**src/rtl/hex_scroll_ctrl.sv**
```systemverilog
// Scrolling marquee controller: buffers up to eight 3-bit character codes and
// presents a rotating five-slot window (characters plus one blank gap) to 7-segment decoders.
module hex_scroll_ctrl #(
   parameter int DIV = 50000000
) (
   input  logic        clk,
   input  logic        reset,
   input  logic        wr_en,
   input  logic [2:0]  wr_code,
   output logic        wr_ready,
   input  logic        start,
   input  logic        stop,
   input  logic        pause,
   input  logic        clr,
   output logic [14:0] codes,
   output logic [4:0]  blank,
   output logic        busy,
   output logic [3:0]  count
);

   localparam int TW = (DIV > 1) ? $clog2(DIV) : 1;
   localparam logic [TW-1:0] TICK_MAX = TW'(DIV - 1);

   typedef enum logic {IDLE, SCROLL} state_t;

   state_t        state, state_nxt;
   logic [3:0]    count_nxt;
   logic [3:0]    offset, offset_nxt;
   logic [TW-1:0] tick, tick_nxt;
   logic          do_write;
   logic [4:0]    slot_idx;
   logic [2:0]    char_buf [8];

   assign wr_ready = (state == IDLE) && (count < 4'd8) && !start && !clr;
   assign busy     = (state == SCROLL);

   // NOTE: sequential state uses non-blocking assignments so every register
   // samples the pre-edge values of its neighbours.
   always_ff @(posedge clk or posedge reset) begin
      if (reset) begin
         state  <= IDLE;
         count  <= '0;
         offset <= '0;
         tick   <= '0;
      end else begin
         state  <= state_nxt;
         count  <= count_nxt;
         offset <= offset_nxt;
         tick   <= tick_nxt;
      end
   end

   // NOTE: the buffer is cleared on reset because the blank-gap view after
   // reset must read defined zeros, not power-up garbage.
   always_ff @(posedge clk or posedge reset) begin
      if (reset) begin
         for (int j = 0; j < 8; j++) char_buf[j] <= '0;
      end else if (do_write) begin
         char_buf[count[2:0]] <= wr_code;
      end
   end

   // NOTE: every output of this block gets a default first so no latch is inferred.
   always_comb begin
      state_nxt  = state;
      count_nxt  = count;
      offset_nxt = offset;
      tick_nxt   = tick;
      do_write   = 1'b0;
      case (state)
         IDLE: begin
            if (clr) begin
               count_nxt = '0;
            end else if (start && (count != 4'd0)) begin
               state_nxt  = SCROLL;
               offset_nxt = '0;
               tick_nxt   = '0;
            end else if (wr_en && wr_ready) begin
               do_write  = 1'b1;
               count_nxt = count + 4'd1;
            end
         end
         SCROLL: begin
            if (stop) begin
               state_nxt  = IDLE;
               offset_nxt = '0;
               tick_nxt   = '0;
            end else if (!pause) begin
               if (tick == TICK_MAX) begin
                  tick_nxt   = '0;
                  // The gap sits at index count, so offset wraps after reaching it.
                  offset_nxt = (offset == count) ? 4'd0 : offset + 4'd1;
               end else begin
                  tick_nxt = tick + 1'b1;
               end
            end
         end
      endcase
   end

   always_comb begin
      codes    = '0;
      blank    = '0;
      slot_idx = '0;
      for (int k = 0; k < 5; k++) begin
         slot_idx = (5'(offset) + 5'(k)) % (5'(count) + 5'd1);
         if (slot_idx == 5'(count)) blank[k] = 1'b1;
         else                       codes[3*k +: 3] = char_buf[slot_idx[2:0]];
      end
   end

endmodule

```
**config.mk**
```make
export PLATFORM = sky130hd
export DESIGN_NAME = hex_scroll_ctrl
export DESIGN_NICKNAME = d
export VERILOG_FILES = /design/src/rtl/hex_scroll_ctrl.sv
export SDC_FILE = /design/constraint.sdc
export NUM_CORES = 1
export LEC_CHECK = 0
export BUFFER_PORTS_ARGS = -buffer_cell sky130_fd_sc_hd__buf_2
export CORE_MARGIN = 2
export CORE_UTILIZATION = 55
export DETAILED_ROUTE_END_ITERATION = 10
export GPL_TIMING_DRIVEN = 0
export PLACE_DENSITY = 0.72
export SYNTH_ARGS = -nofsm -noshare
export SYNTH_HDL_FRONTEND = slang
export SYNTH_SLANG_ARGS = --single-unit
```
**constraint.sdc**
```tcl
create_clock -name clk -period 22.2 [get_ports clk]
set_input_delay 2.22 -clock clk [delete_from_list [all_inputs] [get_ports clk]]
set_output_delay 2.22 -clock clk [all_outputs]
set_load 0.01 [all_outputs]
```
# Word-level counts from Yosys, hierarchy flattened
# Index checks and enable logic that the tools add are counted.
op_classes:
  add_sub_neg: 8
  div: 5
  n_lt_le_gt_ge: 8
  eq_ne: 12
  n_mux: 52
  bitwise_logic: 7
  n_reduce_logical: 13
ops:
  columns: ["cell", "count"]
  rows:
  - ["26-bit two-way mux", 5]
  - ["26-bit case mux with 2 select lines", 1]
  - ["3-bit two-way mux", 16]
  - ["3-bit binary-select mux with 3-bit select", 5]
  - ["4-bit two-way mux", 9]
  - ["26-bit by 1-bit adder with 26-bit output, second input constant", 1]
  - ["26-bit equality test, second input constant", 1]
  - ["5-bit by 4-bit equality test with 1-bit output", 5]
  - ["24-bit bitwise mux", 1]
  - ["4-bit greater-or-equal comparator, second input constant", 6]
  - ["3-bit NOT with 4-bit output", 6]
  - ["5-bit by 5-bit modulo with 5-bit output", 4]
  - ["1-bit two-way mux", 12]
  - ["4-bit by 1-bit adder with 5-bit output, second input constant", 2]
  - ["4-bit by 2-bit adder with 5-bit output, second input constant", 2]
  - ["3-bit demux with 3-bit select", 1]
  - ["4-bit by 1-bit adder with 4-bit output, second input constant", 2]
  - ["4-bit case mux with 2 select lines", 1]
  - ["1-bit logical AND", 6]
  - ["3-bit AND reduction", 2]
  - ["4-bit by 3-bit adder with 5-bit output, second input constant", 1]
  - ["4-bit by 5-bit modulo with 5-bit output", 1]
  - ["4-bit equality test", 1]
  - ["4-bit by 1-bit < comparator with 1-bit output, second input constant", 1]
  - ["other kinds (11)", 13]
totals:
  register_bits: 59
  inputBits: 10
  wordCells: 117

# Depth between registers and ports, before layout
# Gate-level depths: netlist of run 1.
depth:
  word_depth: 9
  mapped_depth: 37

# Worst setup path after synthesis of run 1
# Ideal clock, no wire load.
synth_path:
  path_kind: "register -> output"
  from: "register count[0]"
  to: "output codes[6]"
  arrival_time_ns: 8.921
  path_slack_ns: 11.059
  stages_incl_launch_ff: 37
  n_path_buf: 4
  path_cell_list: "dfrtp_1 -> buf_2 -> inv_1 -> ha_1 -> clkinv_1 -> nand2_1 -> a2111oi_0 -> nand2b_1 -> xnor2_1 -> ha_1 -> o21ai_0 -> nand2b_1 -> and3_1 -> clkbuf_1 -> nor2_1 -> a21oi_1 -> ha_1 -> o311ai_1 -> a211o_1 -> a21o_1 -> ha_1 -> or2_2 -> o311ai_1 -> nand2_1 -> a211oi_1 -> nor2_1 -> ha_1 -> a21o_1 -> a31oi_1 -> o21a_1 -> clkbuf_1 -> clkbuf_1 -> o211ai_1 -> nand4b_1 -> o31ai_1 -> mux2_2 -> a21oi_1"
synth_between:
  elab_chain_cells: 7
  word_cells_on_any_way: 8
synth_rtl:
  columns: ["element", "line_no", "text"]
  rows:
  - ["from (decl)", "18", "output logic [3:0] count"]
  - ["from (signal assigned)", "47", "count <= count_nxt;"]
  - ["4-bit by 1-bit adder with 5-bit output", "106", "slot_idx = (5'(offset) + 5'(k)) % (5'(count) + 5'd1);"]
  - ["5-bit by 5-bit modulo with 5-bit output", "106", null]
  - ["3-bit NOT with 4-bit output (implied by the code)", "108", "else codes[3*k +: 3] = char_buf[slot_idx[2:0]];"]
  - ["3-bit binary-select mux with 3-bit select", "108", null]
  - ["3-bit two-way mux (implied by the code) (2 in a row)", "108", null]
  - ["3-bit two-way mux (*)", "107", "if (slot_idx == 5'(count)) blank[k] = 1'b1;"]
  - ["to (decl)", "15", "output logic [14:0] codes,"]
# Mark *: on every way between the ends. The rest lies on a longest branch, timed or not. The select of a mux whose other input is x is not followed.

# Worst setup path after layout of run 1
# Ends and elaborated chain as after synthesis.

==> summary.txt, run 1 <==
Outcome: completed
Fin Clk Skew: 0.00373 ns
Leading area contributor after synthesis: dfrtp_1
Post-DP HPWL: 19.5 mm
Post_cts resized: 0
Slew HR: 12.2%
Starting Density: 56.7%
Unrepaired setup endpoints after global routing: no
Number of routed nets with antenna violations: 0
Iter 0 DRT Violations: 702
Largest net degree at the start of global routing: 39
Clock insertion delay at the later pin of the skew report: 0.33 ns
Die Width: 132 µm
Area contributors post-synth: dfrtp_1, ha_1, mux2i_1
DR DRC count: 0
CTS tree: done
I/O Buffers: 35
Kind of critical path: register to primary output
Die span in y: 132 µm
Crit. path cell count: 37
Sink Count: 59
Initial antenna violation count: 0
Cell family with the largest share of critical-path delay: compound AO/OA/AOI/OAI gates
Slowest Stage Delay on Critical Path: 1.15 ns
Critical path capture point type: primary output
Most frequent cells after synthesis: ha_1, mux2i_1, nand2_1
Synth top area share: 16.3%
First-pass GRT wire length: 42.0 mm
Global placer's final weighted congestion: 0.943
Hold Path Stages: 2
Crit path DAT: 12.14 ns
Crit share post-route: 64.7%
Routed wire length: 25.5 mm
Post-Syn Area per Cell: 8.32 µm²
Register area share after synthesis: 16.3%
Ys Warns: 0
Slowest stage cell, crit path: dfrtp_1
Via density per instance: 6.36
Total GRT Usage: 29.4%
N_diodes: 0
Fill count: 1469
Period minus WS final: 14.36 ns
Die Area: 0.0175 mm²
Mapped Nets: 1196
Startpoint types: register
Drt wl/cell: 18.8 µm
Post-synth top flop: dfrtp_1
Vias in the first global route: 8193
DR pass1 iterations: 5
CP required: 19.98 ns
Area of the core: 0.0159 mm²
Setup-failing EPs final: 0
Fmax achieved: 69.6 MHz
Final hold vios: 0
Hold-fix buffers, CTS: 0
Nets: 1244
Total number of vias: 8612
Area Overhead vs Synth: 8.77%
Grt total ovfl: 0
Netlist cell types: 89
Slew of the pin with the lowest slew margin: 1.31 ns
Clock-pin slew on the worst setup and hold paths: 0.05 ns
I/O pin cnt: 36
Worst r2r path cells: 5
Worst-path fanout max: 30
Worst path bufs/invs: 7
Post CTS Setup Buffer Count: 0
TritonCTS Buffers: 9
Hold WC Path Type: register to register
Number of synthesized register bits: 59
Clock Tree Root: clkbuf_16
Number of synthesized flops with an enable pin: 0
Ys async rst share: 100%
Count leader, synth: ha_1
Share of layout cells above drive strength 1: 11.8%
H-tree levels: 3
Synthesized instance count: 1086
Synthesized cell area: 0.00903 mm²
Clock Path Buffers: 2
Maxcap violations: 0
Slew Viols, Final: 0
Most Frequent Cell on Critical Path: ha_1
Final setup TNS: 0 ns
FP Rows: 46
final timing paths:
kind	endpoint	startpoint	slack, ns
max reg2reg	count[1]$_DFFE_PP0P_	count[0]$_DFFE_PP0P_	17.72
min reg2reg	tick[25]$_DFFE_PP0P_	tick[25]$_DFFE_PP0P_	0.54
max	codes[6]	count[0]$_DFFE_PP0P_	7.84
min in group asynchronous	char_buf[7]$_DFFE_PP0P_	reset	1.90
min	tick[25]$_DFFE_PP0P_	tick[25]$_DFFE_PP0P_	0.54
max in group asynchronous	tick[18]$_DFFE_PP0P_	reset	19.73
cells by family (layout without fill, tap and decap cells):
logic type / count (synthesis) / count (layout) / synth area share, %
mux: 120 / 120 / 14.7
buf+inv: 86 / 139 / 3.78
fa+ha+maj: 100 / 100 / 14.4
xor+xnor: 86 / 86 / 8.49
compound gates: 300 / 300 / 22.9
flops: 59 / 59 / 16.3
simple gates: 335 / 335 / 19.4
layer usage:
| metal | wire, µm | vias up | track usage [%] |
|---|---|---|---|
| met4 | 431 | 0 | 8.96 |
| met2 | 11400 | 293 | 46.6 |
| met1 | 12000 | 4128 | 42.1 |
| li1 | - | 4159 | - |
| met5 | 0 | - | 0 |
| met3 | 1690 | 32 | 3.54 |
cells in the final DEF (no fill, tap or decap), types with 12 or more instances in the layout:
| cell type | n |
|---|---|
| and2_1 | 13 |
| nand4b_1 | 13 |
| nand4_1 | 12 |
| mux2i_1 | 81 |
| clkbuf_1 | 27 |
| o21a_1 | 21 |
| buf_2 | 44 |
| a21oi_1 | 77 |
| mux2_2 | 31 |
| dfrtp_1 | 59 |
| a31oi_1 | 14 |
| inv_1 | 37 |
| nand2b_1 | 33 |
| nand3_1 | 30 |
| nor2_1 | 75 |
| o211ai_1 | 19 |
| xor2_1 | 33 |
| nand2_1 | 79 |
| o21ai_0 | 50 |
| xnor2_1 | 51 |
| ha_1 | 93 |
| nor3_1 | 16 |
| a21o_1 | 24 |
area by class of cell:
class / count / area [µm²] / share of cell area [%]
Multi-Input combinational cell: 941 / 7220 / 73.5
Sequential cell: 59 / 1480 / 15.0
Tap cell: 216 / 270 / 2.75
Clock buffer: 10 / 239 / 2.43
Timing Repair Buffer: 37 / 210 / 2.14
Buffer: 43 / 180 / 1.83
Inverter: 43 / 161 / 1.64
Clock inverter: 6 / 65.1 / 0.662
through the flow:
step                hold WS (ns)  area, µm²  util (%)  worst slack, ns  std cells
finish                     0.544       9830      61.6             7.84       1355
global route               0.573       9830      61.6             6.86       1355
CTS                        0.549       9830      61.6             7.96       1355
detailed placement         0.532       9520      59.7             8.38       1339
global placement           0.516       9480      59.5             8.52       1337
floorplan                  0.497       9030         -            11.06       1086
sequential cells by signal (all words and copies together) (netlist names):
name and flops:
count 4, offset 4, tick 26, char_buf 24
busy 1
worst reg2reg max path: stages, from the launching register on:
cell      delay (ns)
dfrtp_1         1.15
buf_2           0.48
inv_1           0.41
ha_1            0.66
clkinv_1        1.10
o21ai_0         0.56
Power of run 1 is not shown: default switching activity piles up to over one toggle a cycle in this logic, so the estimate is an artifact.
==> inputs of run 2 (changes only) <==
--- a/config.mk
+++ b/config.mk
@@ -5,6 +5,7 @@
 export SDC_FILE = /design/constraint.sdc
 export NUM_CORES = 1
 export LEC_CHECK = 0
+export ABC_AREA = 1
 export BUFFER_PORTS_ARGS = -buffer_cell sky130_fd_sc_hd__buf_2
 export CORE_MARGIN = 2
 export CORE_UTILIZATION = 55
==> constraint.sdc (replaced) <==
create_clock -name clk -period 14 [get_ports clk]
set_input_delay 1.4 -clock clk [delete_from_list [all_inputs] [get_ports clk]]
set_output_delay 1.4 -clock clk [all_outputs]
set_load 0.01 [all_outputs]
==> run 2 against run 1 <==
Routed wire length grew 0.87%. Global-route usage grew 1.8 points. Register-to-register slack lost 8.1 ns. Sequential share of layout area grew 0.38 points. Via count grew 9.5%. Non-clock buffer count shrank 13. Count of clock-buffer cells in the layout grew 1. Highest routed layer unchanged.
==> summary.txt, run 2 <==
Outcome: completed
First-pass GRT wire length: 42.4 mm (+0.92%)
Count leader, synth: nand2_1
Fill count: 1564 (+6.5%)
Post-DP HPWL: 19.6 mm (+0.52%)
Global placer's final weighted congestion: 0.937 (-0.67%)
N_diodes: 0 (unchanged)
Grt total ovfl: 0 (unchanged)
I/O pin cnt: 36 (unchanged)
Clock insertion delay at the later pin of the skew report: 0.33 ns (about the same)
DP Worst Slack: 2.36 ns (-6.01 ns)
Regs by FF count: tick x26, char_buf x24
Top reg by flops: tick
CP required: 12.60 ns (-7.38 ns)
DR DRC count: 0 (unchanged)
Ys Warns: 0 (unchanged)
Slowest Stage Delay on Critical Path: 0.95 ns (-0.20 ns)
Clock Path Buffers: 2 (unchanged)
Slew Viols, Final: 0 (unchanged)
Nets: 1585 (+27%)
Worst-path fanout max: 24 (-20%)
Iter 0 DRT Violations: 819 (+17%)
Post-synth top flop: dfrtp_1
Most frequent cells after synthesis: nand2_1, inv_1, nand3_1
Startpoint types: register
Post-Syn Area per Cell: 6.14 µm² (-26%)
Vias in the first global route: 8650 (+5.6%)
Fmax achieved: 83.4 MHz
Commonest non-fill, non-tap cells in the layout: nand2_1, inv_1, nand3_1
Sink Count: 59 (unchanged)
Post CTS Setup Buffer Count: 0 (unchanged)
Area of the core: 0.0157 mm² (-1.4%)
Max FFs per register: 26 (unchanged)
Total number of vias: 9427 (+9.5%)
Die Width: 130 µm (-1.4%)
Via density per instance: 5.56 (-13%)
TritonCTS Buffers: 9 (unchanged)
Hold-fix buffers, CTS: 0 (unchanged)
Number of synthesized register bits: 59 (unchanged)
DR pass1 iterations: 5 (unchanged)
Critical path capture point type: primary output
Area Overhead vs Synth: 9.35%
Starting Density: 55.8% (-0.87 points)
Register area share after synthesis: 16.8% (+0.50 points)
Period minus WS final: 11.98 ns
Number of synthesized flops with an enable pin: 0 (unchanged)
Register area: 0.00148 mm² (unchanged)
Largest net degree at the start of global routing: 41 (+5.1%)
Crit path DAT: 10.58 ns (-1.56 ns)
Final WS setup: 2.02 ns (-5.83 ns)
I/O Buffers: 35 (unchanged)
Initial antenna violation count: 0 (unchanged)
Leading area contributor after synthesis: nand2_1
Share of layout cells above drive strength 1: 7.36% (-4.4 points)
Mapped Nets: 1538 (+29%)
Slew of the pin with the lowest slew margin: 1.27 ns (-0.0410 ns)
Most Frequent Cell on Critical Path: nand2_1
FP Rows: 46 (unchanged)
Area contributors post-synth: nand2_1, dfrtp_1, ha_1
Clock-pin slew on the worst setup and hold paths: 0.05 ns (about the same)
Netlist cell types: 49 (-45%)
Slew HR: 15.4% (+3.3 points)
Setup-failing EPs final: 0 (unchanged)
Unrepaired setup endpoints after global routing: no
Kind of critical path: register to primary output
Synthesized instance count: 1428 (+31%)
Worst path bufs/invs: 13 (+6)
Total GRT Usage: 31.3% (+1.8 points)
Clock Tree Root: clkbuf_16
Ys async rst share: 100% (unchanged)
Leading cell type in the layout, fill and taps excluded: nand2_1
Number of routed nets with antenna violations: 0 (unchanged)
CTS tree: done
Synth top area share: 18.7% (+2.3 points)
Slowest stage cell, crit path: clkbuf_1
H-tree levels: 3 (unchanged)
Hold WC Path Type: register to register
Die Area: 0.0170 mm² (-2.9%)
Post_cts resized: 0 (unchanged)
Final setup TNS: 0 ns (unchanged)
Final Util: 61.0% (-0.63 points)
Routed wire length: 25.7 mm (+0.87%)
Crit share post-route: 85.6%
Synthesized cell area: 0.00877 mm² (-3.0%)
Final hold vios: 0 (unchanged)
Footprint of the multi-input gates: 0.00641 mm² (-11%)
Drt wl/cell: 15.2 µm (-19%)
Cell family with the largest share of critical-path delay: simple AND/OR/NAND/NOR gates
Die span in y: 130 µm (-1.4%)
Fin Clk Skew: 0.00476 ns (+0.00103 ns)
Maxcap violations: 0 (unchanged)
[run 2: cell types whose count changed after synthesis, sizes merged, moves of 13 or more]
| cell | delta |
|---|---|
| o21ai | +68 |
| xnor2 | -28 |
| nand2 | +363 |
| mux2i | -83 |
| nand3 | +109 |
| o21a | -17 |
| nand2b | -33 |
| nand4b | -13 |
| mux2 | -31 |
| a21o | -21 |
| nand4 | +22 |
| inv | +158 |
[run 2: area by class of cell]
| type | count | area share (%) |
|---|---|---|
| Buffer | 31 | 1.51 |
| Multi-Input combinational cell | 1140 | 66.9 |
| Tap cell | 216 | 2.82 |
| Clock buffer | 11 | 2.53 |
| Sequential cell | 59 | 15.4 |
| Clock inverter | 5 | 1.04 |
| Inverter | 198 | 7.75 |
| Timing Repair Buffer | 36 | 2.04 |
[run 2: per-layer routing]
layer	vias to the layer above	global-route usage, %	part of all wire [%]
met5	-	0	0
met4	0	7.08	1.1
met3	30	4.59	5.6
met2	282	52.3	46
met1	4325	42.9	47
li1	4790	-	-
[run 2: logic make-up (layout without fill, tap and decap cells)]
family                     after synthesis  count (layout)  share of synthesized area [%]
AOI/OAI and AO/OA                      233             233                           14.6
xor gates and xnor gates                53              53                           5.38
adders and majority gates              100             100                           14.9
buffers and inverters                  229             281                           10.1
DFF                                     59              59                           16.8
and+or+nand+nor                        754             754                           38.2
[run 2: worst register-to-register path: stages, from the launching register on]
cell      delay [ns]
dfrtp_1         1.00
buf_2           0.40
inv_1           0.13
clkbuf_1        0.55
ha_1            0.45
nand3_1         0.13
nand4_1         0.13
nand2_1         0.14
inv_1           0.14
nor2_2          0.49
clkbuf_1        0.50
o22ai_1         0.17
[run 2: worst paths after layout]
check	startpoint	endpoint	slack (ns)	cells past startpoint
setup / recovery	count[0]$_DFFE_PP0P_	codes[2]	2.02	51
hold / removal	tick[22]$_DFFE_PP0P_	tick[22]$_DFFE_PP0P_	0.48	1
setup reg to reg	count[0]$_DFFE_PP0P_	offset[2]$_DFFE_PP0P_	9.63	11
hold reg to reg	tick[22]$_DFFE_PP0P_	tick[22]$_DFFE_PP0P_	0.48	1
max in group asynchronous	reset	offset[1]$_DFFE_PP0P_	12.34	3
min in group asynchronous	reset	tick[17]$_DFFE_PP0P_	1.09	2
[run 2: metrics by stage]
stage               cell area [µm²]  hold WS, ns  instances
finish                         9590        0.480       1696
detailed placement             9230        0.464       1680
floorplan                      8770        0.434       1428
CTS                            9580        0.477       1696
global route                   9590        0.498       1696
global placement               9210        0.456       1679
Power of run 2 is left out for the same reason.
